===== src/rtl/div_issue_ctrl.sv =====
// div_issue_ctrl: sequences one divide at a time through a multi-cycle
// divider and turns the result into a single-cycle register writeback.
// Ports:
//   clock, reset                 rising-edge clock, async active-high reset
//   ctrl_DIV, operandA/B, rd_in  divide request from execute (1-cycle pulse)
//   stall                        freeze upstream while the divider is busy
//   div_dividend/divisor/start   operands and init pulse to the divider
//   div_quotient/resultRDY/exception  divider results
//   wb_en, wb_rd, wb_data        writeback request (wb_en qualifies rd/data)
//   timeout_err                  sticky watchdog flag, cleared only by reset
module div_issue_ctrl #(
  parameter int unsigned TIMEOUT    = 40,
  parameter int unsigned STATUS_REG = 30,
  parameter int unsigned DIV_STATUS = 5
) (
  input  logic        clock,
  input  logic        reset,
  input  logic        ctrl_DIV,
  input  logic [31:0] operandA,
  input  logic [31:0] operandB,
  input  logic [4:0]  rd_in,
  output logic        stall,
  output logic [31:0] div_dividend,
  output logic [31:0] div_divisor,
  output logic        div_start,
  input  logic [31:0] div_quotient,
  input  logic        div_resultRDY,
  input  logic        div_exception,
  output logic        wb_en,
  output logic [4:0]  wb_rd,
  output logic [31:0] wb_data,
  output logic        timeout_err
);

  localparam logic [5:0]  CNT_LAST = 6'(TIMEOUT - 1);
  localparam logic [4:0]  EXC_RD   = 5'(STATUS_REG);
  localparam logic [31:0] EXC_DATA = 32'(DIV_STATUS);

  typedef enum logic [1:0] {
    IDLE,
    START,
    WAIT,
    WB
  } state_t;

  state_t      state_q, state_d;
  logic [31:0] a_q, a_d;
  logic [31:0] b_q, b_d;
  logic [4:0]  rd_q, rd_d;
  logic [5:0]  cnt_q, cnt_d;
  logic        wben_q, wben_d;
  logic [4:0]  wbrd_q, wbrd_d;
  logic [31:0] wbdat_q, wbdat_d;
  logic        terr_q, terr_d;
  logic        accept;

  // New requests are only taken when no division is in flight; WB counts
  // as free so back-to-back divides need no idle bubble.
  assign accept = ctrl_DIV & ((state_q == IDLE) | (state_q == WB));

  always_comb begin
    state_d = state_q;
    a_d     = a_q;
    b_d     = b_q;
    rd_d    = rd_q;
    cnt_d   = cnt_q;
    wben_d  = 1'b0;
    wbrd_d  = wbrd_q;
    wbdat_d = wbdat_q;
    terr_d  = terr_q;
    if (accept) begin
      a_d  = operandA;
      b_d  = operandB;
      rd_d = rd_in;
      if (operandB == 32'd0) begin
        // Divide-by-zero never reaches the divider.
        state_d = WB;
        wben_d  = 1'b1;
        wbrd_d  = EXC_RD;
        wbdat_d = EXC_DATA;
      end else begin
        state_d = START;
      end
    end else begin
      unique case (state_q)
        IDLE: state_d = IDLE;
        START: begin
          state_d = WAIT;
          cnt_d   = 6'd0;
        end
        WAIT: begin
          if (div_resultRDY) begin
            state_d = WB;
            if (div_exception) begin
              wben_d  = 1'b1;
              wbrd_d  = EXC_RD;
              wbdat_d = EXC_DATA;
            end else begin
              wben_d  = (rd_q != 5'd0);
              wbrd_d  = rd_q;
              wbdat_d = div_quotient;
            end
          end else if (cnt_q == CNT_LAST) begin
            state_d = WB;
            wben_d  = 1'b1;
            wbrd_d  = EXC_RD;
            wbdat_d = EXC_DATA;
            terr_d  = 1'b1;
          end else begin
            cnt_d = cnt_q + 6'd1;
          end
        end
        WB: state_d = IDLE;
        default: state_d = IDLE;
      endcase
    end
  end

  always_ff @(posedge clock or posedge reset) begin
    if (reset) begin
      state_q <= IDLE;
      a_q     <= '0;
      b_q     <= '0;
      rd_q    <= '0;
      cnt_q   <= '0;
      wben_q  <= 1'b0;
      wbrd_q  <= '0;
      wbdat_q <= '0;
      terr_q  <= 1'b0;
    end else begin
      state_q <= state_d;
      a_q     <= a_d;
      b_q     <= b_d;
      rd_q    <= rd_d;
      cnt_q   <= cnt_d;
      wben_q  <= wben_d;
      wbrd_q  <= wbrd_d;
      wbdat_q <= wbdat_d;
      terr_q  <= terr_d;
    end
  end

  // Gated by reset so stall drops the instant reset asserts.
  assign stall = ~reset &
                 ((state_q == START) | (state_q == WAIT) | accept);
  assign div_start    = (state_q == START);
  assign div_dividend = a_q;
  assign div_divisor  = b_q;
  assign wb_en        = wben_q;
  assign wb_rd        = wbrd_q;
  assign wb_data      = wbdat_q;
  assign timeout_err  = terr_q;

endmodule


===== config.mk =====
export PLATFORM = sky130hd
export DESIGN_NAME = div_issue_ctrl
export DESIGN_NICKNAME = d
export VERILOG_FILES = /design/src/rtl/div_issue_ctrl.sv
export SDC_FILE = /design/constraint.sdc
export NUM_CORES = 1
export LEC_CHECK = 0
export ABC_AREA = 1
export CORE_MARGIN = 5
export CORE_UTILIZATION = 35
export CTS_CLUSTER_DIAMETER = 30
export CTS_CLUSTER_SIZE = 24
export DETAILED_ROUTE_END_ITERATION = 10
export PLACE_DENSITY_LB_ADDON = 0.25
export SLEW_MARGIN = 20
export SYNTH_ARGS = -nofsm -noshare
export SYNTH_HDL_FRONTEND = slang
export SYNTH_SLANG_ARGS = --single-unit

===== constraint.sdc =====
create_clock -name clock -period 7.3 [get_ports clock]
set_clock_uncertainty 0.2 [all_clocks]
set_input_delay 1.46 -clock clock [delete_from_list [all_inputs] [get_ports clock]]
set_output_delay 1.46 -clock clock [all_outputs]
set_load 0.02 [all_outputs]

### Word-level counts from Yosys, hierarchy flattened

Index checks and enable logic that the tools add are counted.

| word-level totals | value |
|---|---|
| register bits after elaboration | 116 |
| bits in latches | 0 |
| memory bits (writable) | 0 |
| memory bits (read-only) | 0 |
| bits of input ports | 106 |
| output and inout port bits | 105 |
| memories | 0 |

| operators by class | value |
|---|---|
| $add $sub $neg | 1 |
| multipliers | 0 |
| div/mod/pow operators | 0 |
| order comparisons | 0 |
| equality and inequality tests | 8 |
| shift operators | 0 |
| multiplexer cells | 26 |
| bitwise operators | 8 |
| reduce and logical (&&, ||, !) cells | 10 |

Operator list:

| operator | number |
|---|---|
| two-way mux 32 bit | 6 |
| logical NOT 32 bit | 1 |
| two-way mux 5 bit | 6 |
| two-way mux 6 bit | 2 |
| one-hot mux 6 bit (2 select lines) | 1 |
| two-way mux 2 bit | 4 |
| AND reduction 4 bit | 2 |
| adder 6 x 1 -> 6 bit (second input constant) | 1 |
| equality test 6 bit (second input constant) | 1 |
| two-way mux 1 bit | 6 |
| one-hot mux 2 bit (3 select lines) | 1 |
| nonzero test 5 bit | 1 |
| equality test 2 bit (second input constant) | 2 |
| inequality test 2 bit (second input constant) | 2 |
| inequality test 4 bit (second input constant) | 1 |
| nonzero test 2 bit | 2 |
| NOT 1 bit | 3 |
| bitwise OR 1 bit | 3 |
| AND reduction 3 bit | 1 |
| nonzero test 3 bit | 1 |
| bitwise AND 1 bit | 2 |
| equality test 2 x 1 -> 1 bit (second input constant) | 1 |
| logical NOT 2 bit | 1 |
| inequality test 2 x 1 -> 1 bit (second input constant) | 1 |
| OR reduction 2 bit | 1 |

### Longest topological paths before layout

Gate-level depths: netlist of run 1.

| depth | value |
|---|---|
| depth in word-level cells | 5 |
| depth in mapped cells | 12 |
| depth with buffers taken out | 11 |

### Least setup slack after synthesis of run 1

No wires, ideal clock.

| timing path | value |
|---|---|
| path kind | input port to output port |
| start | input ctrl_DIV |
| end | output stall |
| data arrival time | 2.410 ns |
| required time | 5.640 ns |
| path slack | 3.230 ns |
| stages on the path | 5 |
| buffers on the path | 3 |
| path through | nand2_2 buf_2 buf_2 buf_1 a21oi_1 |

| between the ends | value |
|---|---|
| cells in the longest elaborated chain, start to end | 3 |

Ends and longest elaborated chain:

| item | line | source |
|---|---|---|
| from (decl) | 18 | `input logic ctrl_DIV,` |
| bitwise AND 1 bit | 59 | `assign accept = ctrl_DIV & ((state_q == IDLE) \| (state_q == WB));` |
| bitwise OR 1 bit | 145 | `((state_q == START) \| (state_q == WAIT) \| accept);` |
| bitwise AND 1 bit | 144 | `assign stall = ~reset &` |
| to (decl) | 22 | `output logic stall,` |

Every way passes these cells.

### Worst setup path after layout of run 1

Ends and elaborated chain as after synthesis.

==> flow_metrics.env, run 1 <==
export IMPL_clockBufferDepth=2
export IMPL_fmax_mhz=206.8
export IMPL_synth_seq_cells=116
export IMPL_grt_total_usage=0.1793
export IMPL_critPathSlowestCell="clkdlybuf4s50_1"
export IMPL_end_kind="output port"
export IMPL_post_cts_resized=0
export IMPL_syn_inst=620
export IMPL_period_needed_ns=4.835
export IMPL_critPathTopFamily="buffers and inverters"
export IMPL_io_buffers=210
export IMPL_post_place_ws_ns=2.301
export IMPL_cts_buffers=17
export IMPL_finalPower_uw=3437
export IMPL_hold_path_endpoint="wb_data[29]"
export IMPL_slew_headroom=0.3797
export IMPL_grt_pass1_vias=4801
export IMPL_fin_cells=1017
export IMPL_fill_cells=1272
export IMPL_routedWlPerCell_um=14.78
export IMPL_cts_setup_buffers=0
export IMPL_cts_root_buffer="clkbuf_16"
export IMPL_setup_tns_ns=0
export IMPL_fp_dieArea_um2=17030
export IMPL_overflow=0
export IMPL_yosysUniqueCellTypes=27
export IMPL_antennaDiodeCount=0
export IMPL_crit_arrival_ns=3.17
export IMPL_min_from="wb_data[29]"
export IMPL_outcome="finished clean"
export IMPL_grt_pass1_wl_um=23990
export IMPL_use_met3=0.05285
export IMPL_setup_viol=0
export IMPL_critPathMaxStageDelay_ns=0.62
export IMPL_synth_edf_count=0
export IMPL_ys_flop_type="dfrtp_1"
export IMPL_syn_num_nets=729
export IMPL_synthTopCellsByArea="dfrtp_1 (57%), nand2_1 (21%), nor2_1 (4.9%)"
export IMPL_clk_latency_ns=0.41
export IMPL_drtIter0Drc=236
export IMPL_startpoint_type="input port"
export IMPL_tritoncts="yes"
export IMPL_path_max_fanout=64
export IMPL_whs_ns=0.2700
export IMPL_layout_common_cells="nand2_1 (289), clkdlybuf4s50_1 (210), dfrtp_1 (116), nor2_1 (67), nand3_1 (36)"
export IMPL_drc=0
export IMPL_synthDominantCellAreaShare=0.5713
export IMPL_hold_depth=2
export IMPL_path_depth=4
export IMPL_gp_congestion=0.8162
export IMPL_drt_pass1_iter_count=4
export IMPL_start_util=0.3536
export IMPL_grt_busiest_layer="met2"
export IMPL_ctsHtreeMaxLevel=4
export IMPL_core_um2=14370
export IMPL_hold_viol_final=0
export IMPL_die_width_um=130.5
export IMPL_layout_setup_ws_ns=2.465
export IMPL_final_common_cell="nand2_1"
export IMPL_ios=211
export IMPL_critical_path_required_ns=5.64
export IMPL_seq_area_frac_synth=0.5713
export IMPL_nNetsFinal=929
export IMPL_peakVddDrop_uv=207.0
export IMPL_path_class="in2out"
export IMPL_yosysTopAreaCell="dfrtp_1"
export IMPL_grtUsageMet2=0.2978
export IMPL_postCtsHoldBufs=0
export IMPL_die_y_um=130.5
export IMPL_leakage_uw=0.003829
export IMPL_reg2reg_depth=8
export IMPL_ant_nets=0
export IMPL_place_inst=985
export IMPL_met1_usage=0.2192
export IMPL_r2r_slack_ns=3.45
export IMPL_cpMostUsedCell="clkdlybuf4s50_1"
export IMPL_cp_num_buf_inv=2
export IMPL_max_slew_worst_pin_slew_ns=0.9294
export IMPL_p_per_area_nw_per_um2=439.1
export IMPL_vias_per_cell=4.626
export IMPL_async_flop_share=1.000
export IMPL_rsz0062_at_grt="no"
export IMPL_syn_avg_cell_area_um2=8.195
export IMPL_fin_crit_sh=0.6623
export IMPL_rows=44
export IMPL_r2r_end="wb_data[21]"
export IMPL_syn_area_um2=5081
export IMPL_drt_wl_total_um=15030
export IMPL_clkTransAtPathRegs_ns=0.05
export IMPL_syn_to_final_growth_pct=54.05
export IMPL_drive_gt1_frac=0.06242
export IMPL_yosys_warnings=0
export IMPL_clock_sinks=116
export IMPL_max_cap_violations=0
export IMPL_min_path_type="reg2reg"
export IMPL_num_vias=4705
export IMPL_path_cells="clkdlybuf4s50_1 > nand2_4 > a21oi_1 > clkdlybuf4s50_1"
export IMPL_dp_final_hpwl_um=10950
export IMPL_r2r_start="state_q[0]"
export IMPL_drv_slew=0
export IMPL_antenna_found_initial=0
export IMPL_grt_max_degree=74
## cells in the mapped netlist, types with 3 or more instances
| master | n |
|---|---|
| dfrtp_1 | 116 |
| ha_1 | 3 |
| buf_1 | 4 |
| nand3_1 | 37 |
| nor2_1 | 67 |
| nand2_1 | 289 |
| buf_6 | 3 |
| nand3_2 | 12 |
| o21ai_0 | 17 |
| buf_2 | 10 |
| clkbuf_1 | 12 |
| a21oi_1 | 5 |
| inv_1 | 26 |
## kinds of logic after synthesis
kind of cell             synth area share
buffers and inverters             0.05688
AO/OA/AOI/OAI                     0.02856
adder cells (fa/ha/maj)          0.007388
AND/OR/NAND/NOR                    0.3359
flip-flops                         0.5713
## how the worst max path moves through the flow
| stage | from | end | slack, ns |
|---|---|---|---|
| 2_1_floorplan | reset | cnt_q[0] | 2.57 |
| 3_3_place_gp | ctrl_DIV | wb_data[13] | 2.46 |
| 3_5_place_dp | ctrl_DIV | wb_data[21] | 2.30 |
| 4_1_cts | ctrl_DIV | stall | 2.42 |
| 5_1_grt | ctrl_DIV | stall | 2.34 |
| 6_report | ctrl_DIV | stall | 2.47 |
## layer usage
| metal | up-vias | share of wire |
|---|---|---|
| met5 | - | 0 |
| met4 | 0 | 0.026 |
| met3 | 28 | 0.066 |
| met2 | 149 | 0.50 |
| met1 | 2219 | 0.41 |
| li1 | 2309 | - |
## state kept, by name, indices dropped and copies added (netlist names)
signal	flops
rd_q	5
wb_rd	5
div_dividend	32
div_divisor	32
state_q	2
cnt_q	6
wb_data	32
timeout_err	1
wb_en	1
## layout make-up
class	instances	area [um2]	share of cell area
clock buffer	23	488.0	0.06234
clock inverter	9	77.57	0.009910
inverter	27	105.1	0.01343
multi-input combinational	445	1899	0.2426
sequential	116	2903	0.3708
tap	184	230.2	0.02941
timing repair buffer	213	2125	0.2714
## metrics by stage
step                      area, um2  utilization
after floorplan                5081            -
after global placement         7262       0.5054
after detailed placement       7262       0.5054
after CTS                      7828       0.5448
after global routing           7828       0.5448
final                          7828       0.5448
## worst register-to-register path, delay by kind of cell, from the launching register on
kind | cells | cell delay [ns]
buffers and inverters | 2 | 0.68
and+or+nand+nor | 5 | 2.16
DFF | 1 | 0.37
adders and majority gates | 1 | 0.37
## power breakdown
group | switching (uW) | internal, uW
registers | 163 | 917
logic | 925 | 651
clock network | 282 | 500
total | 1370 | 2070
No activity file was read; power rests on OpenSTA's default activity.
==> inputs of run 2 (changes only) <==
==> constraint.sdc (replaced) <==
create_clock -name clock -period 4.8 [get_ports clock]
set_clock_uncertainty 0.2 [all_clocks]
set_input_delay 0.96 -clock clock [delete_from_list [all_inputs] [get_ports clock]]
set_output_delay 0.96 -clock clock [all_outputs]
set_load 0.02 [all_outputs]
==> run 2 against run 1 <==
  * Total power grew 52%
  * Clock power grew 52%
  * Via count shrank 0.74%
  * Combinational power grew 53%
  * Count of clock-buffer cells in the layout grew 3
  * First-iteration DRC count shrank 12%
  * Largest power group unchanged
==> flow_metrics.env, run 2 (synthesis gave the netlist of run 1 again) <==
export IMPL_clock_sinks=116
export IMPL_die_width_um=130.5
export IMPL_nNetsFinal=932
export IMPL_ant_nets=0
export IMPL_ios=211
export IMPL_clockBufferDepth=2
export IMPL_drc=0
export IMPL_max_slew_worst_pin_slew_ns=0.9534
export IMPL_p_int_uw=3178
export IMPL_postCtsHoldBufs=0
export IMPL_outcome="finished clean"
export IMPL_vias_per_cell=4.587
export IMPL_ff_latch_area_um2=2903
export IMPL_tritoncts="yes"
export IMPL_fmax_mhz=264.0
export IMPL_combPwrFrac=0.463
export IMPL_layout_common_cells="nand2_1 (289), clkdlybuf4s50_1 (210), dfrtp_1 (116), nor2_1 (67), nand3_1 (36)"
export IMPL_core_um2=14370
export IMPL_cpMostUsedCell="clkdlybuf4s50_1"
export IMPL_seqPwrFrac=0.310
export IMPL_post_cts_resized=0
export IMPL_switching_share=0.3932
export IMPL_antenna_found_initial=1
export IMPL_p_per_area_nw_per_um2=667.3
export IMPL_die_y_um=130.5
export IMPL_grt_max_degree=77
export IMPL_grt_pass1_vias=4719
export IMPL_fp_dieArea_um2=17030
export IMPL_setup_viol=0
export IMPL_num_vias=4670
export IMPL_final_common_cell="nand2_1"
export IMPL_rows=44
export IMPL_layout_setup_ws_ns=1.012
export IMPL_fill_cells=1312
export IMPL_peakVddDrop_uv=332.4
export IMPL_antennaDiodeCount=0
export IMPL_startpoint_type="input port"
export IMPL_path_class="in2out"
export IMPL_drt_wl_total_um=14770
export IMPL_end_kind="output port"
export IMPL_io_buffers=210
export IMPL_path_max_fanout=46
export IMPL_drt_pass1_iter_count=4
export IMPL_crit_arrival_ns=2.63
export IMPL_ctsHtreeMaxLevel=4
export IMPL_cts_setup_buffers=0
export IMPL_drv_slew=0
export IMPL_syn_to_final_growth_pct=54.47
export IMPL_finalPower_uw=5237
export IMPL_critPathMaxStageDelay_ns=0.62
export IMPL_drtIter0Drc=208
export IMPL_fin_crit_sh=0.7891
export IMPL_critPathSlowestCell="clkdlybuf4s50_1"
export IMPL_grt_pass1_wl_um=23050
export IMPL_routedWlPerCell_um=14.51
export IMPL_setup_tns_ns=0
export IMPL_multi_input_area_um2=1899
export IMPL_clk_latency_ns=0.40
export IMPL_leakage_uw=0.003851
export IMPL_max_cap_violations=0
export IMPL_overflow=0
export IMPL_start_util=0.3536
export IMPL_slew_headroom=0.3637
export IMPL_drive_gt1_frac=0.06235
export IMPL_reg2reg_depth=11
export IMPL_min_path_type="reg2reg"
export IMPL_dp_final_hpwl_um=10760
export IMPL_rsz0062_at_grt="no"
export IMPL_period_needed_ns=3.788
export IMPL_cts_buffers=17
export IMPL_switching_power_uw=2059
export IMPL_post_place_ws_ns=0.9923
export IMPL_fin_area_um2=7849
export IMPL_critical_path_required_ns=3.64
export IMPL_clkTransAtPathRegs_ns=0.05
export IMPL_r2r_slack_ns=2.02
export IMPL_grt_total_usage=0.1745
export IMPL_dpl_instance_area_um2=7284
export IMPL_gp_congestion=0.7800
export IMPL_cts_root_buffer="clkbuf_16"
export IMPL_path_cells="clkdlybuf4s50_1 > nand2_4 > a21oi_1 > clkdlybuf4s50_1"
export IMPL_hold_viol_final=0
export IMPL_hold_depth=2
export IMPL_p_clk_frac=0.227
run 2: cell count changes in the layout (fill, tap and decap cells not counted):
| cell | before | now |
|---|---|---|
| clkbuf_8 | 4 | 6 |
| clkinvlp_4 | 3 | 0 |
| clkinv_2 | 6 | 4 |
| clkbuf_1 | 2 | 3 |
| buf_4 | 3 | 6 |
run 2: worst max-delay path: cells and delay by family:
family	cells	cell delay, ns
and+or+nand+nor	1	0.28
AOI/OAI and AO/OA	1	0.24
buffers and inverters	2	1.14
run 2: final timing paths:
path / from / endpoint
worst min-delay path: wb_rd[0] / wb_rd[0]
worst min register to register: wb_rd[0] / wb_rd[0]
min in group asynchronous: reset / div_divisor[21]
max in group asynchronous: reset / cnt_q[1]
worst max register to register: state_q[0] / wb_data[0]
worst max-delay path: ctrl_DIV / stall
run 2: cell type report:
| type | count | area share |
|---|---|---|
| Multi-Input combinational cell | 445 | 0.2420 |
| Clock buffer | 26 | 0.06616 |
| Tap cell | 184 | 0.02933 |
| Timing Repair Buffer | 216 | 0.2736 |
| Clock inverter | 4 | 0.005739 |
| Sequential cell | 116 | 0.3698 |
| Inverter | 27 | 0.01339 |
run 2: power groups by stage:
stage | combinational (uW) | sequential [uW] | clock [uW]
final | 2420 | 1620 | 1190
after detailed placement | 2470 | 1630 | 0
after global placement | 2420 | 1620 | 0
after global routing | 2650 | 1670 | 1270
after floorplan | 964 | 2050 | 0
after CTS | 2470 | 1630 | 1220
run 2: per-layer routing:
layer,share of wire,vias to the layer above,global-route usage
met2,0.49,133,0.2840
li1,-,2321,-
met4,0.030,2,0.07804
met1,0.41,2183,0.2090
met5,0.00081,-,0
met3,0.071,31,0.06138
run 2: per-stage QoR:
| stage | std cells | utilization | hold slack (ns) |
|---|---|---|---|
| 2_1_floorplan | 620 | - | 0.2684 |
| 3_3_place_gp | 988 | 0.5070 | 0.2539 |
| 3_5_place_dp | 988 | 0.5070 | 0.2570 |
| 4_1_cts | 1018 | 0.5462 | 0.2702 |
| 5_1_grt | 1018 | 0.5462 | 0.2871 |
| 6_report | 1018 | 0.5462 | 0.2654 |
==> inputs of run 3 (changes only) <==
==> constraint.sdc (replaced) <==
create_clock -name clock -period 3.9 [get_ports clock]
set_clock_uncertainty 0.2 [all_clocks]
set_input_delay 0.78 -clock clock [delete_from_list [all_inputs] [get_ports clock]]
set_output_delay 0.78 -clock clock [all_outputs]
set_load 0.02 [all_outputs]
==> run 3 against run 2 <==
  * Flip-flop and latch count unchanged
  * Utilization grew 0.62 points
  * First-iteration DRC count is 26% higher
  * Combinational power increased by 24%
  * Final cell count up 0.39%
  * Critical path depth unchanged
  * Sequential power rose by 23%
  * Worst hold slack better by 0.0013 ns
  * Critical path type unchanged
  * Highest routed layer unchanged
==> flow_metrics.env, run 3 (synthesis gave the netlist of run 1 again) <==
export IMPL_outcome="finished clean"
export IMPL_p_int_uw=4019
export IMPL_ant_nets=0
export IMPL_die_y_um=130.5
export IMPL_syn_to_final_growth_pct=56.22
export IMPL_startpoint_type="input port"
export IMPL_num_vias=4737
export IMPL_critPathMaxStageDelay_ns=0.63
export IMPL_combPwrFrac=0.455
export IMPL_tritoncts="yes"
export IMPL_peakVddDrop_uv=372.4
export IMPL_clk_latency_ns=0.40
export IMPL_ff_latch_area_um2=2903
export IMPL_grt_max_degree=77
export IMPL_drt_pass1_iter_count=4
export IMPL_path_max_fanout=4
export IMPL_post_place_ws_ns=0.7262
export IMPL_drtIter0Drc=262
export IMPL_fin_util=0.5524
export IMPL_layout_common_cells="nand2_1 (289), clkdlybuf4s50_1 (210), dfrtp_1 (116), nor2_1 (67), nand3_1 (36)"
export IMPL_min_path_type="reg2reg"
export IMPL_clock_sinks=116
export IMPL_grt_total_usage=0.1807
export IMPL_grt_pass1_vias=4954
export IMPL_routedWlPerCell_um=14.66
export IMPL_leakage_uw=0.003888
export IMPL_drive_gt1_frac=0.06921
export IMPL_layout_setup_ws_ns=0.7578
export IMPL_p_clk_frac=0.243
export IMPL_critPathSlowestCell="clkdlybuf4s50_1"
export IMPL_setup_tns_ns=0
export IMPL_crit_arrival_ns=2.16
export IMPL_rows=44
export IMPL_vias_per_cell=4.635
export IMPL_fin_crit_sh=0.8057
export IMPL_core_um2=14370
export IMPL_setup_viol=0
export IMPL_max_slew_worst_pin_slew_ns=0.8642
export IMPL_seqPwrFrac=0.302
export IMPL_ios=211
export IMPL_fp_dieArea_um2=17030
export IMPL_start_util=0.3536
export IMPL_p_per_area_nw_per_um2=832.5
export IMPL_clockBufferDepth=2
export IMPL_cts_root_buffer="clkbuf_16"
export IMPL_final_common_cell="nand2_1"
export IMPL_max_cap_violations=0
export IMPL_drv_slew=0
export IMPL_nNetsFinal=934
export IMPL_cpMostUsedCell="clkdlybuf4s50_1"
export IMPL_dp_final_hpwl_um=10850
export IMPL_antenna_found_initial=1
export IMPL_gp_congestion=0.7970
export IMPL_overflow=0
export IMPL_io_buffers=210
export IMPL_path_cells="clkdlybuf4s50_1 > nand2_4 > a21oi_1 > clkdlybuf4s50_1"
export IMPL_hold_viol_final=0
export IMPL_cts_buffers=17
export IMPL_slew_headroom=0.4227
export IMPL_rsz0062_at_grt="no"
export IMPL_drt_wl_total_um=14980
export IMPL_end_kind="output port"
export IMPL_fill_cells=1286
export IMPL_multi_input_area_um2=1899
export IMPL_fmax_mhz=318.2
export IMPL_finalPower_uw=6608
export IMPL_clkTransAtPathRegs_ns=0.05
export IMPL_switching_share=0.3917
export IMPL_postCtsHoldBufs=0
export IMPL_path_class="in2out"
export IMPL_post_cts_resized=0
export IMPL_drc=0
export IMPL_grt_pass1_wl_um=24130
export IMPL_critical_path_required_ns=2.92
export IMPL_switching_power_uw=2588
export IMPL_die_width_um=130.5
export IMPL_antennaDiodeCount=0
export IMPL_ctsHtreeMaxLevel=4
export IMPL_period_needed_ns=3.142
export IMPL_cts_setup_buffers=0
## run 3: cell types whose count changed in the layout (fill, tap and decap cells not counted), moves of 2 or more
cell        delta
clkinv_2       +3
bufinv_16      +2
clkbuf_8       -2
clkbuf_1       -2
clkinvlp_4     +2
buf_12         +2
## run 3: final timing paths
kind / from / endpoint / slack [ns] / cells after the start
min in group asynchronous: reset / div_divisor[21] / 0.71 / 2
worst max register to register: state_q[0] / wb_data[21] / 1.17 / 8
max in group asynchronous: reset / div_divisor[15] / 2.05 / 3
worst max-delay path: ctrl_DIV / stall / 0.76 / 4
worst min-delay path: wb_rd[0] / wb_rd[0] / 0.27 / 2
worst min register to register: wb_rd[0] / wb_rd[0] / 0.27 / 2
## run 3: final cells by class
class | count | share of cell area
clock inverter | 10 | 0.01608
sequential | 116 | 0.3657
timing repair buffer | 218 | 0.2755
tap | 184 | 0.02900
clock buffer | 22 | 0.06100
multi-input combinational | 445 | 0.2393
inverter | 27 | 0.01340
## run 3: routing by layer
metal / vias to the layer above / share of wire / track usage
met5: - / 0.00080 / 0
met4: 2 / 0.032 / 0.07985
met3: 37 / 0.075 / 0.06748
met2: 148 / 0.49 / 0.2975
met1: 2222 / 0.40 / 0.2112
li1: 2328 / - / -
## run 3: stage by stage
stage	area, um2	hold WS (ns)	cells
after global placement	7326	0.2535	990
final	7938	0.2667	1022
after global routing	7938	0.3028	1022
after floorplan	5085	0.2684	620
after CTS	7938	0.2706	1022
after detailed placement	7326	0.2582	990
## run 3: critical path, delay by kind of cell
family / cells / cell delay, ns
compound gates: 1 / 0.15
buf+inv: 2 / 1.16
simple gates: 1 / 0.08
## run 3: power by group through the flow
| stage | Sequential [uW] | Combinational [uW] | Clock, uW |
|---|---|---|---|
| after floorplan | 2530 | 1190 | 0 |
| after global routing | 2070 | 3300 | 1690 |
| final | 2000 | 3010 | 1600 |
| after CTS | 2000 | 3060 | 1630 |
| after detailed placement | 2000 | 3050 | 0 |
| after global placement | 1990 | 2990 | 0 |
